File: config.mk
export PLATFORM = sky130hd
export DESIGN_NAME = matrix_vector_engine
export DESIGN_NICKNAME = d
export VERILOG_FILES = /design/src/rtl/matrix_vector_engine_pkg.sv /design/src/rtl/matrix_vector_engine_mac_unit.sv /design/src/rtl/matrix_vector_engine.sv
export SDC_FILE = /design/constraint.sdc
export NUM_CORES = 2
export LEC_CHECK = 0
export CAP_MARGIN = 20
export CELL_PAD_IN_SITES_DETAIL_PLACEMENT = 1
export CELL_PAD_IN_SITES_GLOBAL_PLACEMENT = 1
export CORE_MARGIN = 1.5
export CORE_UTILIZATION = 50
export DETAILED_ROUTE_END_ITERATION = 6
export GPL_TIMING_DRIVEN = 1
export PLACE_DENSITY_LB_ADDON = 0.3
export RECOVER_POWER = 50
export REMOVE_ABC_BUFFERS = 1
export SETUP_SLACK_MARGIN = 0.2
export SYNTH_ARGS = -nofsm -noshare
export SYNTH_HDL_FRONTEND = slang
export SYNTH_SLANG_ARGS = --single-unit
File: constraint.sdc
create_clock -name clk -period 10.1 [get_ports clk]
set_input_delay 1.515 -clock clk [delete_from_list [all_inputs] [get_ports clk]]
set_output_delay 1.515 -clock clk [all_outputs]
set_load 0.1 [all_outputs]
File: src/rtl/matrix_vector_engine_pkg.sv
// Shared state encoding and sizing helpers for the matrix-vector engine.
package matrix_engine_pkg;

    typedef enum logic [2:0] {IDLE, LD_MAT, LD_VEC, MAC, WRITE, FINISH} state_t;

    localparam int BYTES_PER_WORD = 4;

    // Index width for a cache of n entries; never narrower than one bit.
    function automatic int idx_bits(input int n);
        return (n <= 2) ? 1 : $clog2(n);
    endfunction

endpackage

File: src/rtl/matrix_vector_engine_mac_unit.sv
// Registered multiply-accumulate; 'first' restarts the sum with the current product.
module mac_unit
    import matrix_engine_pkg::*;
#(
    parameter int WIDTH = 32
) (
    input  logic             clk,
    input  logic             rst_n,
    input  logic             en,
    input  logic             first,
    input  logic [WIDTH-1:0] a,
    input  logic [WIDTH-1:0] b,
    output logic [WIDTH-1:0] acc
);

    always_ff @(posedge clk or negedge rst_n) begin
        if (!rst_n)
            acc <= '0;
        else if (en)
            acc <= (first ? '0 : acc) + a * b;
    end

endmodule

File: src/rtl/matrix_vector_engine.sv
// Matrix-vector engine: loads a DIM x DIM matrix once, then multiplies a stream of vectors by it.
module matrix_vector_engine
    import matrix_engine_pkg::*;
#(
    parameter int WIDTH      = 32,
    parameter int ADDR_WIDTH = 32,
    parameter int DIM        = 4,
    parameter int WI_BITS    = 14
) (
    input  logic                  clk,
    input  logic                  rst_n,
    input  logic                  start,
    input  logic [WI_BITS-1:0]    work_item_count,
    input  logic [ADDR_WIDTH-1:0] matrix_addr,
    input  logic [ADDR_WIDTH-1:0] data_in_addr,
    input  logic [ADDR_WIDTH-1:0] data_out_addr,
    output logic                  rd_req_valid,
    input  logic                  rd_req_ready,
    output logic [ADDR_WIDTH-1:0] rd_addr,
    input  logic                  rd_resp_valid,
    input  logic [WIDTH-1:0]      rd_resp_data,
    output logic                  wr_valid,
    input  logic                  wr_ready,
    output logic [ADDR_WIDTH-1:0] wr_addr,
    output logic [WIDTH-1:0]      wr_data,
    output logic                  busy,
    output logic                  done
);

    localparam int MI = idx_bits(DIM * DIM);
    localparam int VI = idx_bits(DIM);
    localparam int OW = WI_BITS + 4;

    state_t                state;
    logic [ADDR_WIDTH-1:0] mat_base, in_base, out_base;
    logic [WI_BITS-1:0]    count, k;
    logic [MI-1:0]         idx;
    logic [VI-1:0]         r, j;
    logic                  rd_pend;
    logic                  resp_take;
    logic [WIDTH-1:0]      mat [DIM*DIM];
    logic [WIDTH-1:0]      vec [DIM];
    logic [MI-1:0]         m_sel;
    logic [OW-1:0]         in_off, out_off;
    logic [WIDTH-1:0]      acc;

    assign resp_take = rd_pend && rd_resp_valid;
    assign m_sel     = MI'(r) * MI'(DIM) + MI'(j);
    assign in_off    = OW'(k) * OW'(DIM) + OW'(idx);
    assign out_off   = OW'(k) * OW'(DIM) + OW'(r);
    assign wr_data   = acc;

    mac_unit #(.WIDTH(WIDTH)) u_mac (
        .clk   (clk),
        .rst_n (rst_n),
        .en    (state == MAC),
        .first (j == '0),
        .a     (mat[m_sel]),
        .b     (vec[j]),
        .acc   (acc)
    );

    // Caches are pure storage; a response only lands while a read is outstanding.
    always_ff @(posedge clk) begin
        if (resp_take) begin
            if (state == LD_MAT)
                mat[idx] <= rd_resp_data;
            else
                vec[idx[VI-1:0]] <= rd_resp_data;
        end
    end

    always_ff @(posedge clk or negedge rst_n) begin
        if (!rst_n) begin
            state        <= IDLE;
            mat_base     <= '0;
            in_base      <= '0;
            out_base     <= '0;
            count        <= '0;
            k            <= '0;
            idx          <= '0;
            r            <= '0;
            j            <= '0;
            rd_pend      <= 1'b0;
            rd_req_valid <= 1'b0;
            rd_addr      <= '0;
            wr_valid     <= 1'b0;
            wr_addr      <= '0;
            busy         <= 1'b0;
            done         <= 1'b0;
        end else begin
            done <= 1'b0;
            case (state)
                IDLE: if (start) begin
                    mat_base <= matrix_addr;
                    in_base  <= data_in_addr;
                    out_base <= data_out_addr;
                    count    <= work_item_count;
                    k        <= '0;
                    idx      <= '0;
                    r        <= '0;
                    j        <= '0;
                    busy     <= 1'b1;
                    if (work_item_count == '0) begin
                        state <= FINISH;
                        done  <= 1'b1;
                    end else begin
                        state <= LD_MAT;
                    end
                end
                LD_MAT, LD_VEC: begin
                    if (!rd_req_valid && !rd_pend) begin
                        rd_req_valid <= 1'b1;
                        rd_addr      <= (state == LD_MAT)
                            ? mat_base + ADDR_WIDTH'(idx) * ADDR_WIDTH'(BYTES_PER_WORD)
                            : in_base + ADDR_WIDTH'(in_off) * ADDR_WIDTH'(BYTES_PER_WORD);
                    end else if (rd_req_valid && rd_req_ready) begin
                        rd_req_valid <= 1'b0;
                        rd_pend      <= 1'b1;
                    end else if (resp_take) begin
                        rd_pend <= 1'b0;
                        if (state == LD_MAT && idx == MI'(DIM*DIM - 1)) begin
                            idx   <= '0;
                            state <= LD_VEC;
                        end else if (state == LD_VEC && idx == MI'(DIM - 1)) begin
                            idx   <= '0;
                            r     <= '0;
                            j     <= '0;
                            state <= MAC;
                        end else begin
                            idx <= idx + MI'(1);
                        end
                    end
                end
                MAC: begin
                    if (j == VI'(DIM - 1)) begin
                        j        <= '0;
                        wr_valid <= 1'b1;
                        wr_addr  <= out_base + ADDR_WIDTH'(out_off) * ADDR_WIDTH'(BYTES_PER_WORD);
                        state    <= WRITE;
                    end else begin
                        j <= j + VI'(1);
                    end
                end
                WRITE: if (wr_ready) begin
                    wr_valid <= 1'b0;
                    if (r != VI'(DIM - 1)) begin
                        r     <= r + VI'(1);
                        state <= MAC;
                    end else if (k != count - WI_BITS'(1)) begin
                        k     <= k + WI_BITS'(1);
                        r     <= '0;
                        idx   <= '0;
                        state <= LD_VEC;
                    end else begin
                        done  <= 1'b1;
                        state <= FINISH;
                    end
                end
                FINISH: begin
                    busy  <= 1'b0;
                    state <= IDLE;
                end
                default: state <= IDLE;
            endcase
        end
    end

endmodule
; Yosys cells after proc, flatten, opt, wreduce, memory -nomap -nowiden
; Memory sizes are Yosys's and may differ from the RTL's.
; Cells that the tools add are included.
; Widths: inputs -> output; s select.
[op_classes]
n_eq_ne = 22
n_bitwise = 1
n_div = 0
mux = 62
n_shift = 0
order_cmp = 0
reduce_logical = 30
n_mul = 1
addsub = 12
[ops]
columns = operator, n
row1 = $add 32x19->32, 2
row2 = $mux 32, 2
row3 = $mux 14, 4
row4 = $mux 4, 9
row5 = $mux 3, 11
row6 = $add 32x32->32, 1
row7 = $add 32x6->32, 1
row8 = $mul 32x32->32, 1
row9 = $pmux 14 s2, 1
row10 = $ne 2x2->1 const B, 11
row11 = $mux 2, 10
row12 = $mux 1, 18
row13 = $add 16x2->17, 1
row14 = $add 16x4->17, 1
row15 = $add 14x1->14 const B, 1
row16 = $logic_not 14->1, 1
row17 = $ne 14x14->1, 1
row18 = $reduce_and 7->1, 2
row19 = $sub 14x1->14 const B, 1
row20 = $pmux 2 s3, 2
row21 = $pmux 3 s4, 1
row22 = $pmux 4 s3, 1
row23 = $reduce_and 2->1, 5
row24 = $reduce_bool 2->1, 5
row25 = other kinds (22), 35
[totals]
out_inout_bits = 100
regBits = 236
ramBits = 640
latch_bits = 0
in_bits = 148
mem_bits_ro = 0
memories = 2
[memory_table]
columns = memory, depth, word_bits, read_ports, rd_clocked_by_memory_dff, write_ports, line_no
row1 = mat, 16, 32, 1, 0, 1, matrix_vector_engine.sv:41  ; logic [WIDTH-1:0] mat [DIM*DIM];
row2 = vec, 4, 32, 1, 0, 1, matrix_vector_engine.sv:42  ; logic [WIDTH-1:0] vec [DIM];

; Depth between registers and ports, before layout
[logic_depth]
word_depth = 8
ltp_mapped = 42
mapped_depth_nobuf = 34

; By module
; Synthesis repeated with hierarchy kept, for this count alone.
[unflattened]
cells_unflattened = 4288
area_unflattened_um2 = 54040.6
[modules_own_cells]
columns = mod, seq_area_each_um2, n_inst, area_per_inst_um2, cells_per_inst
row1 = matrix_vector_engine, 24323.3, 1, 35627.9, 2290
row2 = mac_unit, 800.8, 1, 18412.7, 1998

; Worst setup path before layout
; Ideal clock, no wire load.
[synth_path]
path_kind = register -> register
startpoint = reg j[0]
endpoint = reg u_mac.acc[30]
stages_incl_launch_ff = 35
synth_period_minus_slack_ns = 8.912
slack_ns = 1.188
arrival_time_ns = 8.829
setup_time_ns = 0.083
cell_sequence = dfrtp_1 -> buf_6 -> buf_6 -> buf_4 -> buf_2 -> buf_4 -> buf_2 -> buf_2 -> buf_1 -> o21ai_1 -> clkbuf_1 -> nor2_1 -> fa_1 -> fa_1 -> fa_1 -> inv_1 -> fa_1 -> inv_1 -> fa_1 -> fa_1 -> fa_1 -> inv_1 -> fa_1 -> inv_1 -> ha_1 -> clkbuf_1 -> nand3_1 -> or3_1 -> o31a_1 -> o31a_1 -> o21ai_0 -> a21o_1 -> a21oi_1 -> xor2_1 -> o21ai_0
[synth_via]
elab_chain_cells = 4
word_cells_on_any_way = 7
cone_classes = add/sub: 2 / mul: 1 / mux: 1 / reduce/logical: 1 / memory: 2
[synth_lines]
columns = element, line_no
row1 = from (decl), matrix_vector_engine.sv:38  ; logic [VI-1:0] r, j;
row2 = from (signal assigned), matrix_vector_engine.sv:142  ; j <= j + VI'(1);
row3 = $add 4x2->4, matrix_vector_engine.sv:48  ; assign m_sel = MI'(r) * MI'(DIM) + MI'(j);
row4 = $mem_v2 16x32, --
row5 = $mul 32x32->32, matrix_vector_engine_mac_unit.sv:20  ; acc <= (first ? '0 : acc) + a * b;
row6 = $add 32x32->32 (*), matrix_vector_engine_mac_unit.sv:20
row7 = to (signal assigned), matrix_vector_engine_mac_unit.sv:20
row8 = to (decl), matrix_vector_engine_mac_unit.sv:13  ; output logic [WIDTH-1:0] acc
; Mark *: on every way between the ends. The rest lies on a longest branch, timed or not.
; A chain may end at the register's enable or synchronous reset.

; Worst setup path in the final report
; Ends and elaborated chain as after synthesis.

==> results.md <==
* Status: complete, but fails checks
* Violated checks: max-capacitance violations, max-slew violations
* Hold path cells at 2
* R2r startpoint: j[0]
* Vias in the first global route at 39600
* CTS tree: yes
* Max Cap Violations at 5
* # port buffers at 247
* R2r worst-path depth at 28
* GR Overflow Total at 0
* Reg-to-reg setup timing slack at 0.69 ns
* HPWL after DPL at 113000 um
* Pin count of the biggest net entering global routing at 133
* Synth cell types at 77
* Final setup viols at 0
* Worst setup EP type: register
* Initial antenna violation count at 9
* Layout cells sized above 1 at 9.93%
* Synth Area in XOR/XNOR at 3.20%
* CTS max path bufs at 3
* Synth warn at 0
* Final Hold Viols at 0
* Post-Synth Simple-Gate Area at 11.4%
* Die Wd at 331 um
* Worst R2R End: u_mac.acc[30]
* Worst-path clk slew at 0.06 ns
* Post-synthesis mux area share at 7.47%
* RSZ-0062 raised after global routing: false
* Worst Skew at 0.0556 ns
* Synth async-reset ratio at 26.9%
* CTS Root Cell: clkbuf_16
* Ys flop type: edfxtp_1
* Most frequent cells in the layout: 656 x nand2_1, 640 x edfxtp_1, 529 x inv_1, 442 x fa_1, 394 x nor2_1
* CTS Buf Count at 93
* Syn_area_per_cell at 11.9 um2
* Tcrit/Tclk final at 93.2%
* Most common cell after layout, fill and taps aside: nand2_1
* Starting Density at 50.3%
* Yosys reg bits at 876
* Via Count at 36100
* Slew @ Worst Pin at 6.13 ns
* Post-Synth Adder-Cell Area at 20.5%
* WP buf/inv at 6
* Hold Path End: wr_addr[14]
* Period minus WS final at 9.41 ns
* Vias/cell at 5.78
* Worst Setup Path Type: register to register
* Fmax at 0.106 GHz
* Area Growth Syn to Fin at 14.2%
* Slew headroom at -309%
* Routed WL at 162000 um
* Hold_buf cts at 0
* Hold_sp: wr_addr[14]
* Final Worst Setup Slack at 0.685 ns
* Iter 0 DRT Violations at 2849
* Crit Path Max Fanout at 31
* CTS H-tree lvls at 3
* Crit path largest cell delay at 0.66 ns
* Overall routing resource usage at 30.1%
* Slowest cell on the critical path: dfrtp_4
* Worst Path Arrival at 10.04 ns
* Dpl ws at 0.550 ns
* Post-synth design cell area at 0.0537 mm2
* Rows at 120
* Startpoint types: register
* Sequential area share after synthesis at 46.8%
* Post-synthesis compound-gate area fraction at 5.09%
* First-pass GRT wire length at 244000 um
* Clk_lat worst skew at 0.72 ns
* Post-DRT Antenna Nets at 0
* Filler cells at 10900
* Drt first pass iters at 5
* DRC Markers at 0
* Synth Instances at 4509
* Layout net count at 5532
* Die height at 331 um
* Routability cong. at 0.900
* CORE AREA at 0.107 mm2
* Final Slew Violations at 303
* Largest family of logic cells by synthesized area: adder cells
* Top Ports at 248
* DIE AREA at 0.109 mm2
* Worst path most repeated cell: fa_1
* Cell family with most CP delay: adder cells
* Clk sinks at 876
* Post-synth EDFFs at 640
* Routed WL per cell at 25.9 um
* Required time of the critical path at 10.73 ns
* Worst min path class: register to register
Yosys cell counts, types with 4 or more instances:
cell type	n	area (um2)
nor3b_1	5	37.5
inv_1	529	1990
mux2i_1	69	691
o21ai_0	180	901
o21bai_1	6	45.0
a21o_1	31	233
a21oi_1	92	460
nor4_1	11	68.8
o311ai_0	4	35.0
edfxtp_1	640	19200
fa_1	442	8850
buf_6	18	203
nor2_1	408	1530
nand3_1	44	220
and2_1	17	106
o22ai_1	12	75.1
o21ai_1	16	80.1
a31oi_1	15	93.8
ha_1	172	2150
clkbuf_1	132	495
mux4_1	23	604
nand2_1	658	2470
mux2_2	50	563
nand2b_1	90	563
mux4_2	95	2140
xnor2_1	123	1080
buf_1	10	37.5
o31ai_1	10	75.1
buf_2	21	105
o21a_1	17	128
and4_1	4	35.0
nand4_1	22	138
dfrtp_1	236	5910
xor2_1	66	578
a211o_1	4	35.0
a22oi_1	21	158
or2_2	37	231
or3_1	13	81.3
a211oi_1	5	37.5
and3_1	26	163
nor2b_1	44	275
buf_4	9	67.6
a22o_1	7	61.3
nor3_1	26	130
cell families (layout without fill, tap and decap cells):
logic type / count (synthesis) / count (layout)
AO/OA/AOI/OAI: 449 / 449
flip-flops: 876 / 876
XOR/XNOR: 192 / 192
AND/OR/NAND/NOR: 1417 / 1417
multiplexers: 238 / 238
buffers and inverters: 723 / 1059
other: 0 / 6
adder cells (fa/ha/maj): 614 / 614
flip-flops by register name (all words and copies together) (netlist names), 4 cells and up:
| name | count |
|---|---|
| in_base | 32 |
| count | 14 |
| rd_addr | 32 |
| u_mac.acc | 32 |
| mat | 512 |
| wr_addr | 32 |
| idx | 4 |
| mat_base | 32 |
| out_base | 32 |
| k | 14 |
| vec | 128 |
worst max path at each step:
stage	start	end	slack (ns)	cells after the start
after floorplan	j[1]	u_mac.acc[31]	-3.86	29
after global placement	j[0]	u_mac.acc[31]	0.87	30
after detailed placement	j[0]	u_mac.acc[30]	0.55	29
after CTS	j[0]	u_mac.acc[30]	0.49	28
after global routing	j[1]	u_mac.acc[31]	0.26	31
final	j[0]	u_mac.acc[30]	0.69	28
worst register-to-register path: cells and delay by family, from the launching register on:
| kind | cells | cell delay, ns |
|---|---|---|
| adders and majority gates | 9 | 4.40 |
| AOI/OAI and AO/OA | 6 | 1.38 |
| buffers and inverters | 6 | 0.57 |
| and+or+nand+nor | 3 | 0.73 |
| xor gates and xnor gates | 1 | 0.14 |
| muxes | 3 | 1.48 |
| DFF | 1 | 0.66 |
cell type report:
class                   count  area, um2  share of cell area [%]
clock inverters            62        796                    1.30
inverters                 530       1990                    3.24
flip-flops and latches    876      25100                    41.0
multi-input cells        2910      25800                    42.0
repair buffers            359       3400                    5.54
diodes                      6       15.0                  0.0245
well taps                1403       1760                    2.86
clock buffers             108       2450                    4.00
through the flow:
step | TNS, ns | std cells | hold slack, ns | area [um2] | util (%)
detailed placement | 0 | 6076 | 0.462 | 58000 | 54.4
floorplan | -68.62 | 4316 | 0.442 | 52700 | -
global placement | 0 | 6076 | 0.455 | 58000 | 54.4
finish | 0 | 6254 | 0.484 | 61300 | 57.4
global route | 0 | 6251 | 0.498 | 61300 | 57.4
CTS | 0 | 6246 | 0.481 | 61300 | 57.4
repair_timing:
action,CTS,global route
setup buffers,0,1
gates resized for setup,0,6
endpoints found under the setup margin,0,3
layer usage:
layer	global-route usage [%]	wire length [um]	up-vias	share of wire, %
met4	10.4	5840	2	3.6
li1	-	-	15600	-
met2	51.5	80600	1369	50
met5	0	10	-	0.0062
met1	39.2	64400	18800	40
met3	4.73	11000	345	6.8
Power is not shown: default switching activity piles up to over one toggle a cycle in this logic, so the estimate is an artifact.
